$ cat src/rtl/regfile_wb_arbiter_pkg.sv
// regfile_wb_arbiter_pkg: shared register-file widths, buffer entry layout and write-port selector
package regfile_wb_arbiter_pkg;
    localparam int AW = 5;
    localparam int DW = 32;
    localparam int EW = AW + DW;
    localparam logic [AW-1:0] ZERO_REG = '0;

    typedef struct packed {
        logic [AW-1:0] addr;
        logic [DW-1:0] data;
    } wb_entry_t;

    typedef enum logic [2:0] {
        SEL_IDLE,
        SEL_FORCED,
        SEL_PIPE,
        SEL_HEAD,
        SEL_BYPASS
    } wb_sel_e;
endpackage

$ cat src/rtl/regfile_wb_arbiter_wb_fifo.sv
// wb_fifo: long-unit result buffer with head view and per-entry occupancy for hazard checks
// Ports: clk, rst (async, active-high); push/push_data enqueue at tail; pop dequeues head;
//        head, empty, full; entries (all slots flattened) and occupied (slot holds a live entry).
// DEPTH must be a power of two >= 2 so the pointers wrap naturally.
module wb_fifo #(
    parameter int DEPTH = 2,
    parameter int W = 37
) (
    input  logic                 clk,
    input  logic                 rst,
    input  logic                 push,
    input  logic [W-1:0]         push_data,
    input  logic                 pop,
    output logic [W-1:0]         head,
    output logic                 empty,
    output logic                 full,
    output logic [DEPTH*W-1:0]   entries,
    output logic [DEPTH-1:0]     occupied
);
    localparam int PW = $clog2(DEPTH);
    localparam int CW = $clog2(DEPTH + 1);

    logic [W-1:0]  mem [DEPTH];
    logic [PW-1:0] rd_ptr, wr_ptr;
    logic [CW-1:0] count;

    always_ff @(posedge clk or posedge rst) begin
        if (rst) begin
            rd_ptr <= '0;
            wr_ptr <= '0;
            count  <= '0;
        end else begin
            if (push) wr_ptr <= wr_ptr + PW'(1);
            if (pop) rd_ptr <= rd_ptr + PW'(1);
            count <= count + CW'(push) - CW'(pop);
        end
    end

    always_ff @(posedge clk) begin
        if (push) mem[wr_ptr] <= push_data;
    end

    assign head  = mem[rd_ptr];
    assign empty = count == '0;
    assign full  = count == CW'(DEPTH);

    for (genvar g = 0; g < DEPTH; g++) begin : g_slot
        assign entries[g*W +: W] = mem[g];
        // a slot is live when its distance from the read pointer is below the fill count
        assign occupied[g] = CW'(PW'(g) - rd_ptr) < count;
    end
endmodule

$ cat src/rtl/regfile_wb_arbiter.sv
// regfile_wb_arbiter: arbitrates the register-file write port between the pipeline and a long-latency unit
// Ports: clk, rst (async, active-high)
//        pipe_we/pipe_waddr/pipe_wdata in, pipe_hold out   - pipeline writeback request
//        lu_issue/lu_issue_addr in, issue_ok out             - long-unit issue and scoreboard reservation
//        lu_valid/lu_addr/lu_data in, lu_ready out           - long-unit result offer
//        rf_we/rf_waddr/rf_wdata out                         - register file write port (combinational)
//        chk1_addr/chk2_addr/chk3_addr/chk_en in, stall out  - decode hazard checks
module regfile_wb_arbiter
    import regfile_wb_arbiter_pkg::*;
#(
    parameter int HOLD_LIMIT = 3,
    parameter int BUF_DEPTH = 2
) (
    input  logic          clk,
    input  logic          rst,
    input  logic          pipe_we,
    input  logic [AW-1:0] pipe_waddr,
    input  logic [DW-1:0] pipe_wdata,
    output logic          pipe_hold,
    input  logic          lu_issue,
    input  logic [AW-1:0] lu_issue_addr,
    output logic          issue_ok,
    input  logic          lu_valid,
    input  logic [AW-1:0] lu_addr,
    input  logic [DW-1:0] lu_data,
    output logic          lu_ready,
    output logic          rf_we,
    output logic [AW-1:0] rf_waddr,
    output logic [DW-1:0] rf_wdata,
    input  logic [AW-1:0] chk1_addr,
    input  logic [AW-1:0] chk2_addr,
    input  logic [AW-1:0] chk3_addr,
    input  logic [2:0]    chk_en,
    output logic          stall
);
    localparam int HW = HOLD_LIMIT > 0 ? $clog2(HOLD_LIMIT + 1) : 1;

    logic [31:0]              busy, busy_nxt, pend, hz;
    logic [HW-1:0]            hold_cnt;
    logic                     buf_empty, buf_full, lu_acc, forced, push, pop;
    logic [EW-1:0]            head_raw;
    logic [BUF_DEPTH*EW-1:0]  entries;
    logic [BUF_DEPTH-1:0]     occupied;
    wb_entry_t                head, slot;
    wb_sel_e                  sel;

    wb_fifo #(.DEPTH(BUF_DEPTH), .W(EW)) u_fifo (
        .clk       (clk),
        .rst       (rst),
        .push      (push),
        .push_data ({lu_addr, lu_data}),
        .pop       (pop),
        .head      (head_raw),
        .empty     (buf_empty),
        .full      (buf_full),
        .entries   (entries),
        .occupied  (occupied)
    );

    assign head     = wb_entry_t'(head_raw);
    assign lu_ready = !buf_full;
    assign lu_acc   = lu_valid && lu_ready;
    assign forced   = !buf_empty && hold_cnt == HW'(HOLD_LIMIT);
    assign sel      = forced ? SEL_FORCED :
                      pipe_we ? SEL_PIPE :
                      !buf_empty ? SEL_HEAD :
                      lu_acc ? SEL_BYPASS : SEL_IDLE;
    assign pop       = sel == SEL_FORCED || sel == SEL_HEAD;
    assign push      = lu_acc && sel != SEL_BYPASS;
    assign pipe_hold = forced && pipe_we;

    // writes to r0 still retire a buffered entry but never reach the register file
    always_comb begin
        rf_waddr = pop ? head.addr : sel == SEL_PIPE ? pipe_waddr : lu_addr;
        rf_wdata = pop ? head.data : sel == SEL_PIPE ? pipe_wdata : lu_data;
        rf_we    = sel != SEL_IDLE && rf_waddr != ZERO_REG;
    end

    assign issue_ok = !busy[lu_issue_addr] || lu_issue_addr == ZERO_REG;

    // clear first so a same-address issue on the retiring edge keeps the bit set
    always_comb begin
        busy_nxt = busy;
        if (pop || sel == SEL_BYPASS) busy_nxt[rf_waddr] = 1'b0;
        if (lu_issue && issue_ok) busy_nxt[lu_issue_addr] = 1'b1;
        busy_nxt[0] = 1'b0;
    end

    always_comb begin
        pend = '0;
        slot = '0;
        for (int i = 0; i < BUF_DEPTH; i++) begin
            slot = wb_entry_t'(entries[i*EW +: EW]);
            if (occupied[i]) pend[slot.addr] = 1'b1;
        end
        if (lu_valid) pend[lu_addr] = 1'b1;
        hz = (busy | pend) & ~32'd1;
        stall = |(chk_en & {hz[chk3_addr], hz[chk2_addr], hz[chk1_addr]});
    end

    always_ff @(posedge clk or posedge rst) begin
        if (rst) begin
            busy     <= '0;
            hold_cnt <= '0;
        end else begin
            busy     <= busy_nxt;
            hold_cnt <= (buf_empty || pop) ? '0 :
                        hold_cnt == HW'(HOLD_LIMIT) ? hold_cnt : hold_cnt + HW'(1);
        end
    end
endmodule
$ cat config.mk
export PLATFORM = sky130hd
export DESIGN_NAME = regfile_wb_arbiter
export DESIGN_NICKNAME = d
export VERILOG_FILES = /design/src/rtl/regfile_wb_arbiter_pkg.sv /design/src/rtl/regfile_wb_arbiter_wb_fifo.sv /design/src/rtl/regfile_wb_arbiter.sv
export SDC_FILE = /design/constraint.sdc
export NUM_CORES = 1
export LEC_CHECK = 0
export ABC_AREA = 1
export CORE_MARGIN = 2
export CORE_UTILIZATION = 32
export CTS_CLUSTER_DIAMETER = 50
export DETAILED_ROUTE_END_ITERATION = 8
export PLACE_DENSITY = 0.61
export SKIP_LAST_GASP = 1
export SLEW_MARGIN = 10
export SYNTH_ARGS = -nofsm -noshare
export SYNTH_HDL_FRONTEND = slang
export SYNTH_HIERARCHICAL = 1
export SYNTH_SLANG_ARGS = --single-unit
$ cat constraint.sdc
create_clock -name clk -period 3 [get_ports clk]
set_input_delay 0.6 -clock clk [delete_from_list [all_inputs] [get_ports clk]]
set_output_delay 0.6 -clock clk [all_outputs]
set_load 0.005 [all_outputs]
After elaboration in Yosys (flattened, before gate mapping)
Memory sizes are Yosys's and may differ from the RTL's.
Cells that the tools add are included.
{"block": "op_classes", "multipliers": 0, "mux": 35, "reduce_logical": 23, "div_mod_pow": 0, "n_eq_ne": 8, "add_sub_neg": 7, "order_cmp": 15, "shifts": 0, "bitwise_logic": 7}
{"cell": "$mux W32", "n": 7}
{"cell": "$or A32 B32 Y32", "n": 4}
{"cell": "$lt A5 B6 Y1 const B", "n": 8}
{"cell": "$and A32 B32 Y32", "n": 1}
{"cell": "$not A32 Y32", "n": 1}
{"cell": "$demux W1 S5", "n": 5}
{"cell": "$ge A5 B1 Y1 const B", "n": 5}
{"cell": "$bmux W1 S5", "n": 4}
{"cell": "$mux W3", "n": 4}
{"cell": "$logic_and A1 B1 Y1", "n": 11}
{"cell": "$mux W1", "n": 11}
{"cell": "$mux W5", "n": 2}
{"cell": "$eq A3 B2 Y1 const B", "n": 2}
{"cell": "$logic_not A5 Y1", "n": 1}
{"cell": "$reduce_bool A5 Y1", "n": 1}
{"cell": "$eq A2 B2 Y1 const B", "n": 2}
{"cell": "$logic_or A1 B1 Y1", "n": 4}
{"cell": "$lt A2 B2 Y1", "n": 2}
{"cell": "$mux W2", "n": 2}
{"cell": "$sub A1 B1 Y2 const A", "n": 2}
{"cell": "$and A3 B3 Y3", "n": 1}
{"cell": "$eq A3 B1 Y1 const B", "n": 1}
{"cell": "$eq A3 B3 Y1 const B", "n": 1}
{"cell": "$logic_not A1 Y1", "n": 3}
{"cell": "other kinds (9)", "n": 10}
{"block": "totals", "n_memories": 1, "ram_bits": 74, "rom_bits": 0, "latch_bits": 0, "ff_bits": 37, "output_inout_bits": 42}
{"memory": "u_fifo.mem", "words": 2, "word_bits": 37, "read_ports": 3, "rd_clocked_by_memory_dff": 0, "write_ports": 1, "line_no": "regfile_wb_arbiter_wb_fifo.sv:23", "text": "logic [W-1:0] mem [DEPTH];"}

Logic depth before layout (Yosys ltp)
Gate-level depths: netlist of run 1.
{"block": "logic_depth", "word_depth": 19, "ltp_mapped": 18, "depth_no_buf": 17}

Cells and area by module
Netlist of run 1, hierarchy kept.
{"module": "regfile_wb_arbiter", "cells_per_inst": 861, "area_per_inst_um2": 4510.6, "n_inst": 1}
{"module": "wb_fifo", "cells_per_inst": 224, "area_per_inst_um2": 2939.1, "n_inst": 1}

Worst setup path after synthesis of run 1
Ideal clock, no wire load.
{"block": "synth_path", "path_kind": "input to register", "start": "input port pipe_we", "end": "memory u_fifo.mem[0][0], enable pin", "arrival_ns": 2.677, "cell_stages": 5, "path_slack_ns": -0.108, "setup_ns": 0.431, "n_path_buf": 1, "cell_sequence": "nor2_4 > clkbuf_1 > nor2_1 > inv_1 > nor2_1"}
{"block": "synth_via", "elab_chain_len": 6}
{"item": "start: declaration", "line_no": "regfile_wb_arbiter.sv:16", "text": "input logic pipe_we,"}
{"item": "$mux W3", "line_no": "regfile_wb_arbiter.sv:65", "text": "pipe_we ? SEL_PIPE :"}
{"item": "$mux W3", "line_no": "regfile_wb_arbiter.sv:64", "text": "assign sel = forced ? SEL_FORCED :"}
{"item": "$ne A3 B3 Y1", "line_no": "regfile_wb_arbiter.sv:69", "text": "assign push = lu_acc && sel != SEL_BYPASS;"}
{"item": "$logic_and A1 B1 Y1", "line_no": "regfile_wb_arbiter.sv:69"}
{"item": "named net push", "line_no": "regfile_wb_arbiter.sv:40", "text": "logic buf_empty, buf_full, lu_acc, forced, push, pop;"}
{"item": "$mux W1", "line_no": "regfile_wb_arbiter_wb_fifo.sv:40", "text": "if (push) mem[wr_ptr] <= push_data;"}
{"item": "$mux W1 (not written as such)", "line_no": "regfile_wb_arbiter_wb_fifo.sv:40"}
{"item": "end: declaration", "line_no": "regfile_wb_arbiter_wb_fifo.sv:23"}
The timed path passes the listed nets, and every way through them passes these cells.

Worst setup path in the final report of run 1
{"block": "layout_path", "start": "register u_fifo.rd_ptr", "end": "output port stall"}
{"block": "layout_via", "elab_chain_len": 12, "elab_cells_between_ends": 18}
{"item": "start: declaration", "line_no": "regfile_wb_arbiter_wb_fifo.sv:24", "text": "logic [PW-1:0] rd_ptr, wr_ptr;"}
{"item": "start signal: assignment", "line_no": "regfile_wb_arbiter_wb_fifo.sv:34", "text": "if (pop) rd_ptr <= rd_ptr + PW'(1);"}
{"item": "$sub A1 B1 Y2 (*)", "line_no": "regfile_wb_arbiter_wb_fifo.sv:50", "text": "assign occupied[g] = CW'(PW'(g) - rd_ptr) < count;"}
{"item": "$lt A2 B2 Y1 (*)", "line_no": "regfile_wb_arbiter_wb_fifo.sv:50"}
{"item": "named net occupied[0]", "line_no": "regfile_wb_arbiter.sv:43", "text": "logic [BUF_DEPTH-1:0] occupied;"}
{"item": "$mux W32 (*)", "line_no": "regfile_wb_arbiter.sv:94", "text": "if (occupied[i]) pend[slot.addr] = 1'b1;"}
{"item": "$or A32 B32 Y32 (no source line)"}
{"item": "$mux W32 (*)", "line_no": "regfile_wb_arbiter.sv:94"}
{"item": "$or A32 B32 Y32 (no source line)"}
{"item": "$mux W32 (*)", "line_no": "regfile_wb_arbiter.sv:96", "text": "if (lu_valid) pend[lu_addr] = 1'b1;"}
{"item": "$or A32 B32 Y32 (*)", "line_no": "regfile_wb_arbiter.sv:97", "text": "hz = (busy | pend) & ~32'd1;"}
{"item": "$bmux W1 S5", "line_no": "regfile_wb_arbiter.sv:98", "text": "stall = |(chk_en & {hz[chk3_addr], hz[chk2_addr], hz[chk1_addr]});"}
{"item": "$mux W1 (not written as such)", "line_no": "regfile_wb_arbiter.sv:98"}
{"item": "$and A3 B3 Y3 (*)", "line_no": "regfile_wb_arbiter.sv:98"}
{"item": "$reduce_or A3 Y1 (*)", "line_no": "regfile_wb_arbiter.sv:98"}
{"item": "end: declaration", "line_no": "regfile_wb_arbiter.sv:34", "text": "output logic stall"}
Mark *: on every way through the listed nets, which the timed path passes. The rest lies on a longest branch. The select of a mux whose other input is x is not followed.

==> out/summary.log, run 1 <==
qor: run_status.run_status finished, violations left
qor: run_status.violated_checks setup timing
qor: setup_path.cp.required 2.40 ns
qor: pwr.power.clock.fraction 0.150
qor: setup_path.critical_path.endpoint stall
qor: place.post-dp-hpwl 19500 um
qor: floorplanning.die_height 157 um
qor: clock_network.cts_max_path_buffers 2
qor: clock_network.clkSlewWorstSetupHoldPaths 0.08 ns
qor: setup_path.r2r_end busy[3]
qor: place.io_buffers 143
qor: cells_and_area.area_growth_from_synthesis_to_final_layout 40.5%
qor: synthesis.synth_cell_types 36
qor: global_routing.number_of_antenna_violations_at_the_first_check_in_global_routing 0
qor: drt.detailroute.via_count 8150
qor: pwr.static_leakage_power 4.55 nW
qor: sta.finalClockSkew 0.0103 ns
qor: sta.maxSlewViolCount 0
qor: clock_network.clock_latency 0.36 ns
qor: synthesis.synthesis.instances 1085
qor: setup_path.startpoint_of_the_worst_setup_timing_path u_fifo/rd_ptr
qor: floorplanning.core.rowCount 55
qor: synthesis.synth_enable_flop_cells 74
qor: drt.violation_count_after_the_first_detailed_routing_iteration 667
qor: drt.drt_first_pass_iters 5
qor: global_routing.global_route.usage.total 0.215
qor: synthesis.proportion_of_synthesized_chip_area_in_sequential_cells 0.423
qor: sta.worst_pin_slew 0.449 ns
qor: floorplanning.floorplan.io_pins 144
qor: cells_and_area.num-nets-final 1413
qor: setup_path.worstSetupStartpointType flop
qor: sta.setup_ws -0.168 ns
qor: clock_network.numCtsBuffers 9
qor: synthesis.yosysWarnings 6
qor: clock_network.clock_sink_count 111
qor: place.dpl_worst_slack -0.607 ns
qor: pwr.switching_share 0.428
qor: sta.grt_setup_unrepaired yes
qor: place.dpl_cell_area 0.00988 sq mm
qor: job.max_cap_violations 0
qor: sta.maxClockFrequency 0.316 GHz
qor: cells_and_area.layout.cells.most_common_list nand2_1 (402), nand3_1 (178), nor2_1 (136)
qor: setup_path.critical_path_class flop to output pin
qor: cells_and_area.final_common_cell nand2_1
qor: synthesis.synth-main-ff-cell edfxtp_1
qor: cells_and_area.share_of_cells_above_drive_strength_1 0.154
qor: global_routing.grt_pass1_wl 40700 um
qor: global_routing.pin_count_of_the_biggest_net_entering_global_routing 38
qor: global_routing.congestion_overflow_gr 0
qor: synthesis.synth.ff_latch_count 111
qor: synthesis.avgSynthCellArea 6.87 sq um
qor: cells_and_area.final.fill_count 2319
qor: drt.antenna_left 0
qor: setup_path.worstReg2RegStart u_fifo/count[0]
qor: setup_path.worstPathMaxFanout 7
qor: floorplanning.die_area 0.0245 sq mm
qor: place.finalWeightedCongestion 0.953
qor: sta.worst_slew_margin_rel 0.701
qor: pwr.seqPwrFrac 0.319
qor: pwr.share_comb_of_total_power 0.530
qor: global_routing.first_global_vias 7634
qor: drt.wl_per_cell 16.0 um
qor: drt.drcViolationCount 0
qor: clock_network.tritoncts done
qor: clock_network.cts.htree.levels 3
qor: clock_network.cts.root.buffer_cell clkbuf_16
qor: floorplanning.initial_utilization 0.327
qor: cells_and_area.finish.instance_area 0.0105 sq mm
qor: pwr.irDropWorstVdd 0.467 mV
qor: drt.routed_via_density 5.02
qor: setup_path.worst-r2r-setup-slack 0.70 ns
qor: setup_path.worstRegToRegCells 11
qor: synthesis.syn_nets 1191
qor: floorplanning.core_region_area 0.0228 sq mm
qor: setup_path.worst_setup_path_end_kind output pin
qor: synthesis.mapped_area 0.00745 sq mm
qor: synthesis.synth-async-reset-ratio 0.333
qor: cells_and_area.insertedDiodeCount 0
qor: pwr.p_per_area 754 mW/mm^2
qor: pwr.switching_power 3.37 mW
qor: floorplanning.die_width 157 um
qor: pwr.power_report.internal_total 4.52 mW
qor: sta.final-setup-viol-count 1
qor: drt.wirelength 26000 um
qor: sta.hold_violations 0
qor: hold_path.min-delay-path-class flop to flop
qor: sta.final_critical_path_required_period 3.17 ns
qor: sta.period_share 1.06
qor: setup_path.worstPathArrival 2.57 ns
## worst min-delay path by stage
stage / startpoint / to / slack, ns / cells after the start
2_1_floorplan: rst / u_fifo/count[0] / 0.37 / 1
3_3_place_gp: hold_cnt[0] / hold_cnt[0] / 0.43 / 1
3_5_place_dp: hold_cnt[0] / hold_cnt[0] / 0.43 / 1
4_1_cts: hold_cnt[0] / hold_cnt[0] / 0.44 / 1
5_1_grt: rst / u_fifo/count[1] / 0.47 / 2
6_report: hold_cnt[0] / hold_cnt[0] / 0.44 / 1
## layer usage
layer,global-route usage,up-vias,wire [um]
met1,0.298,3804,11500
met3,0.0235,40,1660
met2,0.347,288,12300
met4,0.0791,0,573
met5,0,-,0
li1,-,4018,-
## final cells by class
type,count,area [sq um],share of cell area
Sequential cell,111,3150,0.301
Timing Repair Buffer,246,2330,0.222
Tap cell,313,392,0.0374
Timing Repair inverter,1,7.51,0.000717
Clock buffer,9,225,0.0215
Clock inverter,7,62.6,0.00598
Multi-Input combinational cell,877,4060,0.388
Inverter,61,241,0.0231
## worst max-delay path, cell delays in order, from the launching register on
cell	delay (ns)
dfrtp_2	0.44
ha_4	0.27
a21oi_2	0.05
buf_6	0.13
buf_4	0.14
nand3_4	0.13
nor2_1	0.07
nor2_2	0.17
nand3_1	0.09
nand2_1	0.10
nand2_1	0.06
nand3_1	0.07
nand3_1	0.08
nand3_1	0.09
nand2_1	0.05
nand2_1	0.05
nand3_1	0.08
buf_2	0.13
## power by group through the flow
stage                     Clock [mW]  Sequential, mW  Combinational [mW]
after floorplan                    0            2.39                2.26
after global placement             0            2.50                3.92
after detailed placement           0            2.52                3.96
after CTS                       1.21            2.50                4.05
after global routing            1.26            2.57                4.64
final                           1.19            2.52                4.18
## flip-flops by register name, indices dropped and copies added, names as in the netlist
register	count
u_fifo/rd_ptr	1
u_fifo/wr_ptr	1
u_fifo/mem	74
hold_cnt	2
u_fifo/count	2
busy	31
## per-stage QoR
| stage | power (mW) | std cells | hold WS (ns) | setup TNS, ns | utilization |
|---|---|---|---|---|---|
| after floorplan | 4.64 | 1085 | 0.366 | 0 | - |
| after global placement | 6.42 | 1603 | 0.432 | -4.97 | 0.434 |
| after detailed placement | 6.48 | 1603 | 0.432 | -5.86 | 0.434 |
| after CTS | 7.76 | 1622 | 0.443 | -0.178 | 0.453 |
| after global routing | 8.47 | 1625 | 0.472 | -0.425 | 0.460 |
| final | 7.89 | 1625 | 0.442 | -0.168 | 0.460 |
## cell usage after synthesis, types with 6 or more instances
master,n,area share
inv_2,11,0.0055
nand3_1,185,0.12
buf_6,9,0.014
dfrtp_1,37,0.12
nor2_1,165,0.083
a21oi_1,6,0.0040
nand2_1,406,0.20
o21ai_1,40,0.027
nor3_1,9,0.0060
o21ai_0,24,0.016
a22oi_1,10,0.010
inv_1,50,0.025
clkbuf_1,12,0.0060
edfxtp_1,74,0.30
## what timing repair did
item / CTS / global route
setup buffers: 2 / 3
pin swaps: 9 / 14
hold buffers: 0 / 0
setup endpoints to repair: 39 / 11
cloned: 1 / 0
gates resized for setup: 56 / 39
hold endpoints to repair: 0 / 0
## logic make-up (layout without fill, tap and decap cells)
logic type,count (synthesis),in the layout,synth area share
AND/OR/NAND/NOR,774,774,0.428
XOR/XNOR,2,2,0.00235
adder cells (fa/ha/maj),4,4,0.00672
AO/OA/AOI/OAI,97,97,0.0794
buffers and inverters,97,324,0.0613
flip-flops,111,111,0.423
(Power assumes the default switching activity.)
==> run 2: changes to the inputs <==
PLACE_DENSITY = 0.59   (was 0.61)
REMOVE_ABC_BUFFERS = 1   (was unset)
clock period = 3.8 ns   (was 3 ns; I/O delays follow)
==> out/summary.log, run 2 (synthesis gave the netlist of run 1 again) <==
qor: sta.finalClockSkew 0.00687 ns [was 0.0103 ns]
qor: sta.period_share 0.949
qor: clock_network.clock_latency 0.35 ns [was 0.36 ns]
qor: sta.maxSlewViolCount 0 [unchanged]
qor: cells_and_area.multi_input_area 0.00397 sq mm [was 0.00406 sq mm]
qor: global_routing.congestion_overflow_gr 0 [unchanged]
qor: global_routing.grt_pass1_wl 39700 um [was 40700 um]
qor: setup_path.worstPathArrival 2.85 ns [was 2.57 ns]
qor: clock_network.cts_max_path_buffers 2 [unchanged]
qor: cells_and_area.final.fill_count 2364 [was 2319]
qor: cells_and_area.seqCellArea 0.00315 sq mm [unchanged]
qor: pwr.irDropWorstVdd 0.273 mV [was 0.467 mV]
qor: global_routing.global_route.usage.total 0.210 [was 0.215]
qor: cells_and_area.layout_top_registers u_fifo/mem: 74 flops, busy: 31 flops [unchanged]
qor: clock_network.tritoncts done [unchanged]
qor: setup_path.cell_mode_on_critical_path nand2_1 [was nand3_1]
qor: place.io_buffers 143 [unchanged]
qor: run_status.run_status completed [was finished, violations left]
qor: drt.antenna_left 0 [unchanged]
qor: global_routing.pin_count_of_the_biggest_net_entering_global_routing 38 [unchanged]
qor: floorplanning.die_height 157 um [unchanged]
qor: global_routing.number_of_antenna_violations_at_the_first_check_in_global_routing 1 [was 0]
qor: drt.violation_count_after_the_first_detailed_routing_iteration 639 [was 667]
qor: clock_network.numCtsBuffers 9 [unchanged]
qor: cells_and_area.final_common_cell nand2_1 [unchanged]
qor: cells_and_area.register_with_the_most_flip_flops u_fifo/mem [unchanged]
qor: cells_and_area.share_of_cells_above_drive_strength_1 0.0968 [was 0.154]
qor: drt.wl_per_cell 16.0 um [about the same]
qor: job.max_cap_violations 0 [unchanged]
qor: sta.grt_setup_unrepaired no [was yes]
qor: floorplanning.core_region_area 0.0228 sq mm [unchanged]
qor: clock_network.cts.htree.levels 3 [unchanged]
qor: clock_network.cts.root.buffer_cell clkbuf_16 [unchanged]
qor: sta.hold_violations 0 [unchanged]
qor: pwr.p_per_area 600 mW/mm^2 [was 754 mW/mm^2]
qor: sta.fin_tns_setup 0 ns [was -0.168 ns]
qor: setup_path.timing.critical_path.slowest_stage_cell clkdlybuf4s50_1 [was dfrtp_2]
qor: drt.detailroute.via_count 7765 [was 8150]
qor: floorplanning.core.rowCount 55 [unchanged]
qor: place.dpl_cell_area 0.00946 sq mm [was 0.00988 sq mm]
qor: cells_and_area.largest_register_ffs 74 [unchanged]
qor: floorplanning.die_area 0.0245 sq mm [unchanged]
qor: sta.final_critical_path_required_period 3.61 ns
qor: setup_path.worstSetupStartpointType input port [was flop]
qor: cells_and_area.layout.cells.most_common_list nand2_1 (404), nand3_1 (177), nor2_1 (154) [was nand2_1 (402), nand3_1 (178), nor2_1 (136)]
qor: drt.drcViolationCount 0 [unchanged]
qor: setup_path.cp_slowest_stage_delay 0.52 ns [was 0.44 ns]
qor: drt.routed_via_density 4.93 [was 5.02]
qor: setup_path.cp_top_family buffers and inverters [was simple AND/OR/NAND/NOR gates]
qor: clock_network.clock_sink_count 111 [unchanged]
qor: hold_path.min-delay-path-class flop to flop [unchanged]
qor: sta.worst_pin_slew 0.552 ns [was 0.449 ns]
qor: place.post-dp-hpwl 18700 um [was 19500 um]
qor: cells_and_area.finish.instance_area 0.00990 sq mm [was 0.0105 sq mm]
qor: setup_path.worstPathBufferInverterCount 3 [unchanged]
qor: drt.drt_first_pass_iters 9 [was 5]
qor: place.finalWeightedCongestion 0.921 [was 0.953]
qor: sta.final-setup-viol-count 0 [was 1]
qor: setup_path.worstPathMaxFanout 14 [was 7]
qor: clock_network.post_cts_hold_buffer_count 0 [unchanged]
qor: global_routing.first_global_vias 7267 [was 7634]
qor: setup_path.cp_cell_sequence clkdlybuf4s50_1, or2_1, inv_2, a22oi_1, nand2_1, nand2_1, nand2_1, a221oi_2, and2_2, clkdlybuf4s50_1 [was ha_4, a21oi_2, buf_6, buf_4, nand3_4, nor2_1, nor2_2, nand3_1, nand2_1, nand2_1, nand3_1, nand3_1, nand3_1, nand2_1, nand2_1, nand3_1, buf_2]
qor: clock_network.clkSlewWorstSetupHoldPaths 0.07 ns [was 0.08 ns]
qor: floorplanning.initial_utilization 0.327 [unchanged]
qor: setup_path.worst_setup_path_end_kind output pin [unchanged]
qor: cells_and_area.area_growth_from_synthesis_to_final_layout 32.8% [was 40.5%]
qor: setup_path.cp.required 3.04 ns [was 2.40 ns]
qor: floorplanning.floorplan.io_pins 144 [unchanged]
qor: sta.maxClockFrequency 0.277 GHz
qor: sta.worst_slew_margin_rel 0.631 [was 0.701]
qor: cells_and_area.num-nets-final 1361 [was 1413]
qor: sta.fin_hold_ws 0.440 ns [was 0.442 ns]
qor: drt.wirelength 25200 um [was 26000 um]
qor: floorplanning.die_width 157 um [unchanged]
qor: pwr.p_total 5.94 mW [was 7.89 mW]
qor: pwr.static_leakage_power 4.21 nW [was 4.55 nW]
qor: setup_path.critical_path_class input port to output pin [was flop to output pin]
## run 2: worst paths after layout
| check | from | to | slack [ns] | cells after the start |
|---|---|---|---|---|
| setup / recovery | lu_issue_addr[0] | issue_ok | 0.19 | 10 |
| hold / removal | hold_cnt[0] | hold_cnt[0] | 0.44 | 1 |
| setup reg to reg | u_fifo/count[1] | u_fifo/mem[0][7] | 1.59 | 9 |
| hold reg to reg | hold_cnt[0] | hold_cnt[0] | 0.44 | 1 |
| max in group asynchronous | rst | busy[22] | 2.67 | 3 |
| min in group asynchronous | rst | u_fifo/count[1] | 0.61 | 2 |
## run 2: timing repair
item,in CTS,in global routing
pin swaps,0,2
resized for setup,23,14
endpoints found under the setup margin,1,3
endpoints found under the hold margin,0,0
buffers inserted,1,3
## run 2: metal layers
metal	GRT usage	wire, um
met3	0.0313	1770
met5	0	0
met1	0.285	10900
met2	0.331	11600
met4	0.0992	920
## run 2: area by class of cell
class,count,area share
clock inverter,7,0.00657
clock buffer,9,0.0228
inverter,61,0.0231
timing repair buffer,195,0.188
tap,313,0.0396
multi-input combinational,877,0.401
antenna,1,0.000253
sequential,111,0.318
## run 2: power breakdown
group,internal (mW),switching (mW)
Sequential,1.70,0.291
Clock,0.459,0.453
Combinational,1.22,1.82
## run 2: metrics by stage
step / util / setup WS (ns) / instances
2_1_floorplan: - / 0.214 / 1049
3_3_place_gp: 0.415 / -0.0908 / 1553
3_5_place_dp: 0.415 / -0.0971 / 1553
4_1_cts: 0.432 / 0.00510 / 1570
5_1_grt: 0.434 / 0.0275 / 1574
6_report: 0.434 / 0.192 / 1574
==> run 3: changes to the inputs <==
CAP_MARGIN = 20   (was unset)
==> results of run 3 <==
Final layout, timing and power as in run 2 (identical DEF).
